$ cat src/rtl/mux_pkg.sv
// Shared constants, grant record and round-robin search for the mux/demux/merge family.
package mux_pkg;

  localparam logic MODE_SEL = 1'b0;
  localparam logic MODE_RR  = 1'b1;

  // Upper bound on channel count that next_rr is sized for.
  localparam int unsigned MaxCh   = 16;
  localparam int unsigned MaxSelW = 4;

  typedef struct packed {
    logic               found;
    logic [MaxSelW-1:0] idx;
  } rr_grant_t;

  // First valid channel after last, wrapping modulo num_ch; last itself is scanned last.
  function automatic rr_grant_t next_rr(input logic [MaxSelW-1:0] last,
                                        input logic [MaxCh-1:0]   valid_vec,
                                        input int unsigned        num_ch);
    rr_grant_t          res;
    logic [MaxSelW-1:0] idx;
    int unsigned        sum;
    res = '0;
    for (int unsigned i = 1; i <= MaxCh; i++) begin
      if (i <= num_ch && !res.found) begin
        sum = 32'(last) + i;
        idx = MaxSelW'(sum % num_ch);
        if (valid_vec[idx]) begin
          res.found = 1'b1;
          res.idx   = idx;
        end
      end
    end
    return res;
  endfunction

endpackage

$ cat src/rtl/rr_arbiter.sv
// Combinational round-robin arbiter: picks the next valid channel after last_grant_i.
module rr_arbiter
  import mux_pkg::*;
#(
  parameter  int unsigned NUM_CH = 4,
  localparam int unsigned SEL_W  = $clog2(NUM_CH)
) (
  input  logic [NUM_CH-1:0] valid_i,
  input  logic [SEL_W-1:0]  last_grant_i,
  output logic [SEL_W-1:0]  grant_idx_o,
  output logic              grant_found_o
);

  logic [MaxCh-1:0]   valid_pad;
  logic [MaxSelW-1:0] last_pad;
  rr_grant_t          res;
  logic               unused_idx;

  always_comb begin
    valid_pad               = '0;
    valid_pad[NUM_CH-1:0]   = valid_i;
    last_pad                = '0;
    last_pad[SEL_W-1:0]     = last_grant_i;
    res                     = next_rr(last_pad, valid_pad, NUM_CH);
    grant_idx_o             = res.idx[SEL_W-1:0];
    grant_found_o           = res.found;
  end

  assign unused_idx = ^res.idx;

endmodule

$ cat src/rtl/mux_n1_rr_reset_ff.sv
// Registered N:1 mux with valid/ack handshakes, backpressure and explicit or round-robin select.
// Optional registered even parity output when MUX_PARITY_EN is defined.
module mux_n1_rr_reset_ff
  import mux_pkg::*;
#(
  parameter  int unsigned WIDTH  = 2,
  parameter  int unsigned NUM_CH = 4,
  localparam int unsigned SEL_W  = $clog2(NUM_CH)
) (
  input  logic                    clk,
  input  logic                    reset_L,
  input  logic                    mode,
  input  logic [SEL_W-1:0]        selector,
  input  logic [NUM_CH*WIDTH-1:0] data_in,
  input  logic [NUM_CH-1:0]       valid_in,
  output logic [NUM_CH-1:0]       ack_in,
  input  logic                    ready_out,
  output logic [WIDTH-1:0]        data_out,
  output logic                    valid_out,
  output logic [SEL_W-1:0]        ch_out
`ifdef MUX_PARITY_EN
  ,
  output logic                    parity_out
`endif
);

  logic [WIDTH-1:0] data_q, data_d;
  logic             valid_q, valid_d;
  logic [SEL_W-1:0] ch_q, ch_d;
  logic [SEL_W-1:0] last_q, last_d;
  logic             parity_q, parity_d;

  logic             load;
  logic             fire;
  logic [SEL_W-1:0] grant_idx;
  logic             grant_found;
  logic [SEL_W-1:0] rr_idx;
  logic             rr_found;
  logic [WIDTH-1:0] sel_word;

  rr_arbiter #(
    .NUM_CH (NUM_CH)
  ) u_rr_arbiter (
    .valid_i       (valid_in),
    .last_grant_i  (last_q),
    .grant_idx_o   (rr_idx),
    .grant_found_o (rr_found)
  );

  always_comb begin
    load = ~valid_q | ready_out;
    if (mode == MODE_RR) begin
      grant_idx   = rr_idx;
      grant_found = rr_found;
    end else begin
      grant_idx   = selector;
      // Out-of-range selectors never grant when NUM_CH is not a power of two.
      grant_found = (32'(selector) < NUM_CH) && valid_in[selector];
    end
    fire     = reset_L & load & grant_found;
    sel_word = data_in[32'(grant_idx)*WIDTH +: WIDTH];

    ack_in = '0;
    if (fire) ack_in[grant_idx] = 1'b1;

    data_d   = data_q;
    valid_d  = valid_q;
    ch_d     = ch_q;
    last_d   = last_q;
    parity_d = parity_q;
    if (load) valid_d = fire;
    if (fire) begin
      data_d   = sel_word;
      ch_d     = grant_idx;
      parity_d = ^sel_word;
      if (mode == MODE_RR) last_d = grant_idx;
    end
  end

  always_ff @(posedge clk) begin
    if (!reset_L) begin
      data_q   <= '0;
      valid_q  <= 1'b0;
      ch_q     <= '0;
      last_q   <= SEL_W'(NUM_CH - 1);
      parity_q <= 1'b0;
    end else begin
      data_q   <= data_d;
      valid_q  <= valid_d;
      ch_q     <= ch_d;
      last_q   <= last_d;
      parity_q <= parity_d;
    end
  end

  assign data_out  = data_q;
  assign valid_out = valid_q;
  assign ch_out    = ch_q;

`ifdef MUX_PARITY_EN
  assign parity_out = parity_q;
`else
  logic unused_parity;
  assign unused_parity = parity_q;
`endif

endmodule

$ cat config.mk
export PLATFORM = sky130hd
export DESIGN_NAME = mux_n1_rr_reset_ff
export DESIGN_NICKNAME = d
export VERILOG_FILES = /design/src/rtl/mux_pkg.sv /design/src/rtl/rr_arbiter.sv /design/src/rtl/mux_n1_rr_reset_ff.sv
export SDC_FILE = /design/constraint.sdc
export NUM_CORES = 1
export LEC_CHECK = 0
export CORE_UTILIZATION = 39
export CTS_BUF_LIST = sky130_fd_sc_hd__clkbuf_8 sky130_fd_sc_hd__clkbuf_16
export CTS_CLUSTER_DIAMETER = 40
export DETAILED_ROUTE_END_ITERATION = 10
export GPL_TIMING_DRIVEN = 1
export PLACE_DENSITY = 0.78
export SYNTH_ARGS = -nofsm -noshare
export SYNTH_HDL_FRONTEND = slang
export SYNTH_SLANG_ARGS = --single-unit
$ cat constraint.sdc
create_clock -name clk -period 1.9 [get_ports clk]
set_input_delay 0.19 -clock clk [delete_from_list [all_inputs] [get_ports clk]]
set_output_delay 0.19 -clock clk [all_outputs]
set_load 0.03 [all_outputs]
==> impl_metrics.json, run 1 <==
{
  "tightest_slew_ns": 0.351,
  "timing.final.crit_share_pct": 97.5,
  "synth_top_family_by_area": "compound AO/OA/AOI/OAI gates",
  "crit_type": "reg -> out",
  "synth.distinct_cells": 25,
  "grt_max_degree": 9,
  "drt_iter0_drc": 7,
  "ant_nets": 0,
  "grtUsageTotal_pct": 24.7,
  "cts_tree": "yes",
  "die_height_um": 39.8,
  "synth_fa_ha_area_share_pct": 0,
  "drt_first_pass_iters": 4,
  "clockBufferDepth": 2,
  "syn_area_per_cell_um2": 8.84,
  "grt_first_pass_wirelength_um": 2470,
  "muxShareOfSynthArea_pct": 21.3,
  "drive_above_1_share_pct": 38.1,
  "final_nets": 132,
  "synth_nets": 81,
  "finalHoldViolCount": 0,
  "dp_hpwl_um": 1140,
  "netlist_area_um2": 557,
  "portBuffers": 26,
  "slew-limit-headroom_pct": 76.5,
  "ir_worst_vdd_uv": 670,
  "worst_ep_required_time_ns": 1.71,
  "endpoint_kind": "primary output",
  "dieArea_um2": 1580,
  "synthArstFlopShare_pct": 0,
  "power.total_mw": 0.659,
  "rows": 13,
  "die_width_um": 39.8,
  "synthXorXnorAreaFrac_pct": 0,
  "start_util_pct": 42.3,
  "clk_root_buffer_cell": "clkbuf_8",
  "place_ws_ns": -0.233,
  "cts_hold_buf": 0,
  "io_pins": 27,
  "powerDensity_nw_per_um2": 615,
  "layout_setup_ws_ns": 0.0470,
  "dominantRegCellSynth": "dfxtp_1",
  "via_count": 679,
  "yosysWarnings": 0,
  "p_leak_nw": 0.474,
  "wl_um": 1790,
  "wl_per_cell_um": 14.0,
  "yosys.area_share.simple_pct": 24.0,
  "insertion_delay_ns": 0.23,
  "critPathMaxFanout": 7,
  "period_minus_slack_ns": 1.85,
  "status": "finished clean",
  "core_area_um2": 1320,
  "first_global_vias": 560,
  "synth-compound-area-share_pct": 28.1,
  "place.gp.congestion": 0.783,
  "cap_violations": 0,
  "holdCritPathClass": "reg -> reg",
  "skew_ns": 0.00527,
  "area_growth_pct": 92.4,
  "synth_edf_count": 0,
  "drt-vias-per-instance": 5.30,
  "n_antenna_cell": 0,
  "setup_viol": 0,
  "hold_ws_ns": 0.462,
  "setup_tns_ns": 0,
  "clock-sinks": 7,
  "ys_seq_elements": 7,
  "report.final.slew_viol_count": 0,
  "ys_seq_area_share_pct": 25.2,
  "cp.arrival_ns": 1.66,
  "gr-total-overflow": 0,
  "netlist_instances": 63,
  "h-tree-depth": 1,
  "antenna_found_initial": 0,
  "drc": 0,
  "max_freq_ghz": 0.540,
  "clk_pin_slew_worst_paths_ns": 0.04,
  "numCtsBuffers": 3,
  "cp-start-kind": "flip-flop"
}
[critical path, cell delays in order, from the launching register on]
cell and delay (ns):
dfxtp_2 0.39, and3b_2 0.25, a31oi_4 0.05, a31oi_4 0.19, buf_4 0.15, nand2_1 0.07
nor2_1 0.14, buf_4 0.18
[cells by family after synthesis]
logic type / Yosys count
muxes: 10
AOI/OAI and AO/OA: 20
buffers and inverters: 2
and+or+nand+nor: 24
DFF: 7
[metal layers]
metal | GRT usage [%] | vias to the layer above | wire length, µm
li1 | - | 340 | -
met1 | 25.5 | 301 | 743
met4 | 13.8 | 0 | 20
met2 | 42.6 | 36 | 872
met3 | 8.52 | 2 | 156
met5 | 0 | - | 0
[what timing repair did]
item | in CTS | in global routing
setup buffers | 6 | 1
setup endpoints to repair | 4 | 5
gates cloned | 0 | 0
hold endpoints to repair | 0 | 0
pin swaps | 6 | 3
resized for setup | 14 | 5
[synth_stat cells, types with 2 or more instances]
cell type	count	share of area [%]
dfxtp_1	7	25
mux2i_1	7	13
nand2_1	6	4.0
nand2b_1	5	5.6
nor2b_1	5	5.6
o21ai_0	4	3.6
a21oi_1	3	2.7
nor2_1	3	2.0
a21oi_2	2	3.1
a31oi_1	2	2.2
inv_1	2	1.3
mux2_2	2	4.0
o311ai_0	2	3.1
o31ai_1	2	2.7
[registers in the layout (all words and copies together) (netlist names)]
register and cells:
ch_out 2, data_out 2, last_q 2, valid_out 1
[final timing paths]
check,startpoint,end,slack [ns],cells after the start
setup / recovery,last_q[1],ack_in[1],0.05,7
hold / removal,data_out[0],data_out[0],0.46,2
setup reg to reg,last_q[1],data_out[1],0.09,7
hold reg to reg,data_out[0],data_out[0],0.46,2
[cells in the final DEF (no fill, tap or decap), types with 4 or more instances in the layout]
master | Yosys | final
dfxtp_1 | 7 | 5
nor2b_1 | 5 | 4
mux2i_1 | 7 | 7
clkdlybuf4s50_1 | 0 | 16
dlygate4sd2_1 | 0 | 5
buf_4 | 0 | 24
nand2b_1 | 5 | 5
o21ai_0 | 4 | 4
nand2_1 | 6 | 6
[stage by stage]
| stage | cell area [µm²] | cells | utilization (%) |
|---|---|---|---|
| after CTS | 1050 | 127 | 79.8 |
| after global routing | 1070 | 128 | 81.3 |
| after detailed placement | 923 | 117 | 70.1 |
| after global placement | 923 | 117 | 70.1 |
| after floorplan | 557 | 63 | - |
| final | 1070 | 128 | 81.3 |
[power breakdown]
group / internal (mW) / switching (mW) / total (mW)
logic: 0.148 / 0.123 / 0.271
registers: 0.163 / 0.0146 / 0.178
clock network: 0.140 / 0.0695 / 0.210
total: 0.452 / 0.207 / 0.659
[area by class of cell]
class,instances,area [µm²]
Clock inverter,1,3.75
Clock buffer,3,41.3
Fill cell,88,246
Sequential cell,7,145
Timing Repair Buffer,46,397
Tap cell,15,18.8
Inverter,2,7.51
Multi-Input combinational cell,54,458
Note: power is estimated with default switching activity, not from simulation.
==> run 2: changes to the inputs <==
- ABC_AREA: not set -> 1
- CORE_UTILIZATION: 39 -> 40
- PLACE_DENSITY: 0.78 -> 0.73
==> run 2 against run 1 <==
  * The flow now finishes with violations (negative setup slack)
  * Critical path type unchanged
  * Via count is 57% higher
  * Critical path depth is 8 higher
  * Worst setup slack worse by 0.38 ns
  * Clock skew is 0.0021 ns higher
  * Clock power hardly changed
  * Cell area is 28% higher
  * Sequential power hardly changed
  * Sequential share of layout area is 2.8 points lower
  * Area after synthesis is 36% higher
  * Global-route usage is 0.93 points higher
  * Combinational power is 94% higher
  * Synthesized cell count is 100% higher
==> impl_metrics.json, run 2 <==
{
  "drc": 0,
  "max_freq_ghz": 0.449,
  "endpoint_kind": "primary output",
  "synth.distinct_cells": 20,
  "synth-compound-area-share_pct": 9.95,
  "period_minus_slack_ns": 2.23,
  "synthArstFlopShare_pct": 0,
  "first_global_vias": 983,
  "die_height_um": 45.4,
  "rsz0062_at_grt": "yes",
  "finalHoldViolCount": 0,
  "insertion_delay_ns": 0.23,
  "wl_per_cell_um": 13.9,
  "combPwrFrac_pct": 57.3,
  "powerDensity_nw_per_um2": 669,
  "layout_commonest_cell": "nand2_1",
  "seqCellArea_um2": 148,
  "highest_layer": "met4",
  "crit_type": "reg -> out",
  "via_count": 1066,
  "dr_wl_met2_um": 1480,
  "clk_root_buffer_cell": "clkbuf_8",
  "die_width_um": 45.4,
  "rr_worst_depth": 16,
  "layout.cells.most_common_list": "nand2_1, buf_4, inv_1",
  "yosys-top-cells-area": "dfxtp_1, nand2_1, inv_1",
  "clock_power_share_pct": 23.2,
  "synth_top_family_by_area": "simple AND/OR/NAND/NOR gates",
  "io_pins": 27,
  "reg2reg_from": "last_q[1]",
  "p_leak_nw": 0.731,
  "dp_hpwl_um": 1540,
  "clk_pin_slew_worst_paths_ns": 0.05,
  "h-tree-depth": 1,
  "ys_seq_area_share_pct": 18.6,
  "report.final.slew_viol_count": 0,
  "violations": "negative setup slack",
  "clock-sinks": 7,
  "syn_area_per_cell_um2": 5.85,
  "multi_input_area_um2": 603,
  "cts_tree": "yes",
  "portBuffers": 26,
  "r2r-end": "data_out[1]",
  "dieArea_um2": 2060,
  "yosys.cell_count.top_type": "nand2_1",
  "drive_above_1_share_pct": 42.9,
  "status": "finished, violations left",
  "filler_cell_count": 123,
  "synth_edf_count": 0,
  "yosys.area_share.simple_pct": 55.6,
  "slew-limit-headroom_pct": 75.1,
  "grt_first_pass_wirelength_um": 3830,
  "cp-start-kind": "flip-flop",
  "numCtsBuffers": 3,
  "whs_path_depth": 2,
  "grtUsageTotal_pct": 25.6,
  "wl_met1_um": 1110,
  "n_antenna_cell": 0,
  "rrSetupSlack_ns": -0.19,
  "sw_frac_of_total_pct": 41.6,
  "p_int_mw": 0.536,
  "gr-total-overflow": 0,
  "drt_iter0_drc": 33,
  "drt_first_pass_iters": 4,
  "crit_path_end": "ack_in[3]",
  "synthXorXnorAreaFrac_pct": 0,
  "drt-vias-per-instance": 5.15,
  "final_nets": 201,
  "p_sw_mw": 0.383,
  "setup_viol": 9,
  "netlist_area_um2": 754,
  "netlist_instances": 129,
  "yosysWarnings": 0,
  "tightest_slew_ns": 0.372,
  "worst_ep_required_time_ns": 1.71,
  "cp.arrival_ns": 2.04,
  "core_area_um2": 1750,
  "synth_fa_ha_area_share_pct": 0,
  "synth_top_area_share_pct": 18.6,
  "start_util_pct": 43.2,
  "antenna_found_initial": 0,
  "dominantRegCellSynth": "dfxtp_1",
  "crit_path_start": "last_q[1]",
  "place.gp.congestion": 0.848,
  "setup_tns_ns": -1.70,
  "grt_max_degree": 8,
  "skew_ns": 0.00740,
  "clockBufferDepth": 2,
  "dr_wl_met3_um": 192,
  "cap_violations": 0,
  "rows": 15,
  "timing.final.crit_share_pct": 117,
  "synth_nets": 147,
  "wl_um": 2870,
  "layout_setup_ws_ns": -0.329,
  "critPathMaxFanout": 6,
  "ys_seq_elements": 7,
  "area_growth_pct": 81.9,
  "ys_top_cells_by_count": "nand2_1, inv_1, nand3_1",
  "ant_nets": 0,
  "hold_ws_ns": 0.499,
  "holdCritPathClass": "reg -> reg",
  "power_frac_seq_pct": 19.5,
  "ir_worst_vdd_uv": 637,
  "muxShareOfSynthArea_pct": 0,
  "synth_area_leader_cell": "dfxtp_1"
}
## run 2: how the worst min path moves through the flow
stage	from	endpoint	slack (ns)
global placement	valid_out	valid_out	0.47
CTS	valid_out	valid_out	0.50
finish	valid_out	valid_out	0.50
floorplan	reset_L	last_q[0]	0.29
detailed placement	valid_out	valid_out	0.49
global route	valid_out	valid_out	0.53
## run 2: through the flow
step | worst slack (ns) | utilization [%] | cells | area [µm²] | power (mW)
finish | -0.329 | 78.6 | 207 | 1370 | 0.919
global route | -0.408 | 78.6 | 207 | 1370 | 0.967
CTS | -0.169 | 72.5 | 206 | 1270 | 0.826
detailed placement | -0.220 | 64.6 | 191 | 1130 | 0.568
global placement | -0.168 | 64.6 | 191 | 1130 | 0.560
floorplan | -0.0702 | - | 129 | 754 | 0.420
## run 2: critical path, cell delays in order (launching register included)
cell     delay, ns
dfxtp_4       0.38
inv_2         0.07
nand2_1       0.10
nand2_2       0.10
nand2_4       0.09
nand2_4       0.06
nor2_4        0.14
nand3_2       0.08
nand2_2       0.08
nand2_2       0.07
nand3_4       0.07
nand2_2       0.07
inv_2         0.10
nand2_2       0.06
nor2_1        0.13
buf_4         0.18
## run 2: logic make-up (layout without fill, tap and decap cells)
group	after synthesis	count (layout)
buf+inv	28	81
simple gates	82	82
compound gates	12	12
flops	7	7
## run 2: layout make-up
type,instances,area share [%]
multi-input cells,94,43.9
inverters,27,7.93
flip-flops and latches,7,10.8
clock buffers,3,3.01
well taps,25,2.28
clock inverters,1,0.273
repair buffers,50,31.8
## run 2: power by group through the flow
stage          registers, mW  logic [mW]  clock network (mW)
2_1_floorplan          0.198       0.223                   0
3_3_place_gp           0.175       0.385                   0
3_5_place_dp           0.175       0.393                   0
4_1_cts                0.177       0.443               0.206
5_1_grt                0.181       0.560               0.226
6_report               0.179       0.526               0.213
## run 2: routing by layer
metal / track usage [%] / vias to the layer above
met5: 0 / -
met4: 7.27 / 0
met3: 6.75 / 12
met2: 46.6 / 59
met1: 28.9 / 495
li1: - / 500
## run 2: timing repair
action	4_1_cts	5_1_grt
hold buffers	0	0
gates cloned	0	0
setup buffers	12	2
pin swaps	12	18
gates resized for setup	16	29
setup endpoints to repair	4	10
==> run 3: changes to the inputs <==
- SLEW_MARGIN: not set -> 20
==> results of run 3 <==
The final DEF is identical to that of run 2; final timing and power are the same.
